$ cat config.mk
export PLATFORM = sky130hd
export DESIGN_NAME = demultiplexer_2bit_buffered
export DESIGN_NICKNAME = d
export VERILOG_FILES = /design/src/rtl/demultiplexer_2bit_buffered.sv
export SDC_FILE = /design/constraint.sdc
export NUM_CORES = 1
export LEC_CHECK = 0
export CAP_MARGIN = 0
export CORE_MARGIN = 4
export CORE_UTILIZATION = 30
export CTS_CLUSTER_DIAMETER = 50
export DETAILED_ROUTE_END_ITERATION = 7
export PLACE_DENSITY = 0.65
export SETUP_SLACK_MARGIN = 0.4
export SLEW_MARGIN = 0
export SYNTH_ARGS = -nofsm -noshare
export SYNTH_HDL_FRONTEND = slang
export SYNTH_SLANG_ARGS = --single-unit
$ cat constraint.sdc
create_clock -name clk -period 2.11 [get_ports clk]
set_input_delay 0.211 -clock clk [delete_from_list [all_inputs] [get_ports clk]]
set_output_delay 0.211 -clock clk [all_outputs]
set_load 0.05 [all_outputs]
$ cat src/rtl/demultiplexer_2bit_buffered.sv
`default_nettype none
// +--------------------------------------------------------------------------+
// | demultiplexer_2bit_buffered: routes one stream into two DEPTH-entry FIFOs |
// | Optional per-channel pop counters when DEMUX_COUNT_EN is defined.        |
// | Revision: 1.0                                                            |
// +--------------------------------------------------------------------------+
module demultiplexer_2bit_buffered #(
  parameter int WIDTH = 2,
  parameter int DEPTH = 2
) (
  input  logic             clk,
  input  logic             rst_n,
  input  logic [WIDTH-1:0] in_data,
  input  logic             in_sel,
  input  logic             in_valid,
  output logic             in_ready,
  output logic [WIDTH-1:0] a_data,
  output logic             a_valid,
  input  logic             a_ready,
  output logic [WIDTH-1:0] b_data,
  output logic             b_valid,
  input  logic             b_ready,
  output logic [7:0]       a_count,
  output logic [7:0]       b_count
);

  localparam int AW = (DEPTH > 1) ? $clog2(DEPTH) : 1;
  localparam logic [AW:0] OCC_FULL = (AW+1)'(DEPTH);

  logic [1:0]       full;
  logic [1:0]       push;
  logic [1:0]       pop;
  logic [1:0]       valid;
  logic [1:0]       ready;
  logic [WIDTH-1:0] head [2];

  assign ready    = {b_ready, a_ready};
  // Acceptance looks only at the selected FIFO's registered occupancy.
  assign in_ready = !full[in_sel];

  generate
    for (genvar c = 0; c < 2; c++) begin : g_chan
      logic [WIDTH-1:0] mem [DEPTH];
      logic [AW-1:0]    wptr;
      logic [AW-1:0]    rptr;
      logic [AW:0]      occ;

      assign full[c]  = (occ == OCC_FULL);
      assign valid[c] = (occ != '0);
      assign push[c]  = in_valid && !full[in_sel] && (in_sel == 1'(c));
      assign pop[c]   = valid[c] && ready[c];
      assign head[c]  = mem[rptr];

      always_ff @(posedge clk or negedge rst_n) begin
        if (!rst_n) begin
          for (int i = 0; i < DEPTH; i++) mem[i] <= '0;
          wptr <= '0;
          rptr <= '0;
          occ  <= '0;
        end else begin
          if (push[c]) begin
            mem[wptr] <= in_data;
            wptr      <= wptr + AW'(1);
          end
          if (pop[c]) rptr <= rptr + AW'(1);
          case ({push[c], pop[c]})
            2'b10:   occ <= occ + (AW+1)'(1);
            2'b01:   occ <= occ - (AW+1)'(1);
            default: occ <= occ;
          endcase
        end
      end
    end
  endgenerate

  assign a_data  = head[0];
  assign b_data  = head[1];
  assign a_valid = valid[0];
  assign b_valid = valid[1];

`ifdef DEMUX_COUNT_EN
  logic [7:0] a_cnt;
  logic [7:0] b_cnt;

  always_ff @(posedge clk or negedge rst_n) begin
    if (!rst_n) begin
      a_cnt <= 8'd0;
      b_cnt <= 8'd0;
    end else begin
      if (pop[0]) a_cnt <= a_cnt + 8'd1;
      if (pop[1]) b_cnt <= b_cnt + 8'd1;
    end
  end

  assign a_count = a_cnt;
  assign b_count = b_cnt;
`else
  assign a_count = 8'd0;
  assign b_count = 8'd0;
`endif

endmodule
`default_nettype wire

* Yosys cells after proc, flatten, opt, wreduce, memory -nomap -nowiden
Cells that the tools add are included.
** Operators by class
- $mul :: 0
- Shift operators :: 0
- $add $sub $neg :: 8
- Divide/modulo/power cells :: 0
- Multiplexer cells :: 16
- Reductions and logical operators :: 12
- Eq/ne operators :: 6
- Magnitude comparators :: 7
- Bitwise operators :: 5
** Operators by type and width (number)
- two-way mux 2 bit :: 8
- bitwise mux 4 bit :: 2
- equality test 2 bit, second input constant :: 4
- greater-or-equal comparator 2 bit, second input constant :: 4
- inverter 1 -> 2 bit :: 4
- one-hot mux 2 bit (2 select lines) :: 2
- nonzero test 2 bit :: 4
- logical AND 1 bit :: 7
- adder 1 bit, second input constant :: 4
- adder 2 x 1 -> 2 bit, second input constant :: 2
- demux 2 bit (select 1 bit) :: 2
- equality test 2 x 1 -> 1 bit, second input constant :: 2
- < comparator 2 x 1 -> 1 bit, second input constant :: 2
- subtractor 2 x 1 -> 2 bit, second input constant :: 2
- < comparator 1 x 2 -> 1 bit, second input constant :: 1
- two-way mux 1 bit :: 2
- zero test 1 bit :: 1
- inverter 1 bit :: 1
** Storage, ports and cells
- Memory bits (writable) :: 0
- Output and inout port bits :: 23
- Register bits :: 16
- Memories kept :: 0
- ROM bits :: 0
- Word-level logic and storage cells :: 64
- Bits in latches :: 0

* Depth between registers and ports, before layout
- Word-level depth :: 8
- Mapped depth :: 6

* Worst setup path after synthesis
OpenSTA, ideal clock, no wires.
- Kind :: flip-flop to flip-flop
- Start :: reg g_chan[0].occ[0]
- End :: reg g_chan[0].occ[1]
- Period minus slack after synthesis :: 1.698 ns
- Cell stages (with the launch flop) :: 6
- Slack :: 0.412 ns
- Buffers on the path :: 0
- Arrival time :: 1.619 ns
- Setup time :: 0.079 ns
- Cells stage by stage :: dfrtp_1 or2_2 and2_1 ha_1 nor2_1 xor2_1
** Between the ends
- Elaborated cells between the ends (all ways) :: 14
- Those cells by class :: 2 x add/sub; 3 x eq/ne; 3 x mux; 6 x reduce/logical
** RTL lines
- start: declaration :: line 46 : logic [AW:0] occ;
- start signal: assignment :: line 67 : 2'b10: occ <= occ + (AW+1)'(1);
- start signal: assignment :: line 68 : 2'b01: occ <= occ - (AW+1)'(1);
- nonzero test 2 bit (*) :: line 49 : assign valid[c] = (occ != '0);
- via a_valid :: line 18 : output logic a_valid,
- logical AND 1 bit (*) :: line 51 : assign pop[c] = valid[c] && ready[c];
- via pop[0] :: line 32 : logic [1:0] pop;
- equality test 2 x 1 -> 1 bit / equality test 2 bit (equally long branches) :: line 66 : case ({push[c], pop[c]})
- one-hot mux 2 bit (2 select lines) / nonzero test 2 bit (equally long branches)
Mark *: on every way through the listed nets, which the timed path passes. The rest lies on a longest branch. The select of a mux whose other input is x is not followed.
A chain may end at the register's enable or synchronous reset.

* Worst setup path in the final report
- Start :: reg g_chan[0].rptr
- End :: out a_data[0]
** Between the ends
- Cells in the longest elaborated chain, start to end :: 4
** RTL lines
- start: declaration :: line 45 : logic [AW-1:0] rptr;
- start signal: assignment :: line 65 : if (pop[c]) rptr <= rptr + AW'(1);
- inverter 1 -> 2 bit (implied by the code) :: line 52 : assign head[c] = mem[rptr];
- two-way mux 2 bit (implied by the code) (3 in a row) :: line 52
- end: declaration :: line 17 : output logic [WIDTH-1:0] a_data,
No other way between the ends. The select of a mux whose other input is x is not followed.

==> results.yml <==
outcome:
  status: "completed"
synthesis:
  netlist-cell-type-count: 20
  synthArstFlopShare_pct: 100.0
  yosys_warnings: 0
  yosys.area.top_type: "dfrtp_1"
  synth_edf_count: 0
  synth.area.top_cells: "dfrtp_1 44%, buf_4 13%, mux2_2 12%"
  synthTopCellsByCount: "16 x buf_4, 16 x dfrtp_1, 10 x mux2_2"
  postSynthCellCount: 77
  synth_top_area_share_pct: 44.38
  ys_ff_latch: 16
  yosysSeqAreaShare_pct: 44.38
  ys.flop_type: "dfrtp_1"
  synth_area_sq_um: 902.1
  avgSynthCellArea_sq_um: 11.72
cells_and_area:
  diodes: 0
  fillers: 276
  multi_input_area_sq_um: 440.4
  nets: 108
  seq_area_sq_um: 401.6
  area_delta_synth_final_pct: 17.34
  drive_gt1_share_pct: 29.90
  stdcell_count: 128
  post-route-util_pct: 37.73
pwr:
  sw_frac_of_total_pct: 45.17
  pwr-share-seq_pct: 33.1
  power_frac_clock_pct: 11.0
  leakage_nw: 0.4841
  p_sw_w: 0.0008132
  intPower_w: 0.0009873
  power_density_nw_per_um2: 1701
  power_frac_comb_pct: 55.9
  peakVddDrop_mv: 0.8106
clocking:
  cts_root_buf: "clkbuf_4"
  clock-sinks: 16
  ctsHoldBuffers: 0
  cts_buffer_depth: 2
  clk_pin_slew_ns: 0.09
  h-tree-depth: 1
  cts_tree: "built"
  clk_latency_ns: 0.28
  cts-buffers-inserted: 3
detailed_routing:
  post_drt_via_cell_ratio: 4.219
  vias: 540
  routedWlPerCell_um: 10.84
  drt_iter0_drc: 3
  ant_nets: 0
  first_pass_iters: 3
  drc: 0
  drt-total-wl_um: 1388
floorplan:
  floorplan.initialDensity_pct: 32.16
  die-width_um: 62.84
  die-area_sq_um: 3948
  num_rows: 19
  top_level_ports: 31
  fp.dieH_um: 62.84
  core_sq_um: 2805
timing:
  finalMaxSlewViolations: 0
  clock.fmax_mhz: 602.2
  setup_viol: 0
  fin_crit_ns: 1.661
  grt_setup_unrepaired: "false"
  worstMarginPinSlew_ns: 0.7109
  fin_setup_tns_ns: 0
  relSlewSlack_pct: 52.46
  skew_ns: 0.003180
  post-route-period-util_pct: 78.70
  fin_ws_ns: 0.4495
  hold_viol_final: 0
setup_path:
  crit_cells: 2
  path_cells: "mux2_2 -> dlygate4sd2_1"
  required_ns: 1.90
  criticalPathCategory: "flop to output port"
  cp-end-kind: "output port"
  cp_slowest_stage_delay_ns: 0.52
  cp-startpoint: "g_chan[0].rptr"
  path_buf_inv: 1
  reg2reg_to: "g_chan[0].occ[1]"
  ff2ff_setup_slack_ns: 0.49
  timing.rr.start: "g_chan[0].occ[0]"
  cp_max_fo: 3
  critPathLaunchType: "flop"
  crit_slowest_cell: "dlygate4sd2_1"
  critPathTopFamily: "buffers and inverters"
  worstRegToRegCells: 5
  cp-endpoint: "a_data[0]"
  crit_arrival_ns: 1.45
global_route:
  grt_pass1_vias: 580
  grt_pass1_wl_um: 2456
  grtUsageTotal_pct: 7.605
  grt_max_degree: 17
  antenna_found_initial: 0
  overflow: 0
worst_hold_path:
  hold_path_class: "input pin to async pin"
run:
  drv_cap: 0
placed_design:
  dp_slack_ns: 0.3250
  dp_hpwl_um: 1112
  port_buffers: 14
  gp_congestion: 0.7620
  place_inst: 121
-- worst min path at each step --
stage,slack (ns),to,cells past startpoint
6_report,0.35,g_chan[0].occ[0],1
5_1_grt,0.40,g_chan[1].occ[1],1
4_1_cts,0.40,g_chan[1].occ[1],1
3_5_place_dp,0.48,g_chan[0].wptr,1
3_3_place_gp,0.49,g_chan[0].wptr,1
2_1_floorplan,-0.08,g_chan[0].mem[0],0
-- through the flow --
step | hold WS (ns) | power (W) | cell area, sq um
after floorplan | -0.08459 | 0.001395 | 958.4
after global placement | 0.4874 | 0.001620 | 1015
after detailed placement | 0.4840 | 0.001636 | 1015
after CTS | 0.3969 | 0.001782 | 1044
after global routing | 0.4003 | 0.001922 | 1059
final | 0.3496 | 0.001801 | 1059
-- placed cells by master, fill, tap and decap left out --
cell type,synthesis,layout
a21oi_1,1,1
and2_1,2,2
buf_4,16,4
clkbuf_2,0,3
clkbuf_4,0,3
clkbuf_8,0,1
clkdlybuf4s50_1,0,7
conb_1,1,16
dfrtp_1,16,15
dfrtp_2,0,1
dlygate4sd2_1,0,3
ha_1,2,2
mux2_2,10,10
mux2_4,2,2
nand2_1,1,1
nand2b_1,3,3
nand2b_4,1,1
nand3_1,1,1
nand4_1,1,1
nor2_1,3,2
nor2_2,0,1
nor2b_1,2,2
nor3_1,2,2
or2_2,2,2
or3b_4,1,1
xnor2_1,6,6
xor2_1,4,4
-- routing by layer --
metal	routed length, um	GRT usage [%]
met2	585	12.52
met1	702	9.767
met3	92	1.799
met4	7	2.479
met5	0	0
-- sequential cells by signal (all words and copies together), names as in the netlist --
| signal | flops |
|---|---|
| g_chan.rptr | 2 |
| g_chan.occ | 4 |
| g_chan.mem | 8 |
| g_chan.wptr | 2 |
-- worst register-to-register path: stages (launching register included) --
cell and delay [ns]:
dfrtp_1 0.43, or2_2 0.30, and2_1 0.19, ha_1 0.34, nor2_2 0.13, xor2_1 0.16
-- power by group through the flow --
stage	Combinational, W	Sequential (W)	Clock (W)
2_1_floorplan	0.000824	0.000570	0
3_3_place_gp	0.00102	0.000603	0
3_5_place_dp	0.00103	0.000607	0
4_1_cts	0.000975	0.000601	0.000206
5_1_grt	0.00108	0.000621	0.000221
6_report	0.00101	0.000596	0.000198
-- kinds of logic (layout without fill, tap and decap cells) --
group | Yosys count | in the layout | share of synthesized area, %
AND/OR/NAND/NOR | 19 | 19 | 13.04
flip-flops | 16 | 16 | 44.38
buffers and inverters | 16 | 21 | 13.32
multiplexers | 12 | 12 | 15.81
XOR/XNOR | 10 | 10 | 9.708
adder cells (fa/ha/maj) | 2 | 2 | 2.773
other | 1 | 16 | 0.4157
AO/OA/AOI/OAI | 1 | 1 | 0.5543
-- area by class of cell --
| type | instances | share of cell area, % |
|---|---|---|
| Timing Repair Buffer | 17 | 13.36 |
| Clock buffer | 4 | 3.428 |
| Sequential cell | 16 | 37.94 |
| Multi-Input combinational cell | 60 | 41.61 |
| Tap cell | 31 | 3.664 |
-- repair_timing --
action,4_1_cts,5_1_grt
setup buffers,0,3
resized for setup,6,8
endpoints found under the setup margin,6,6
(Power assumes the default switching activity.)
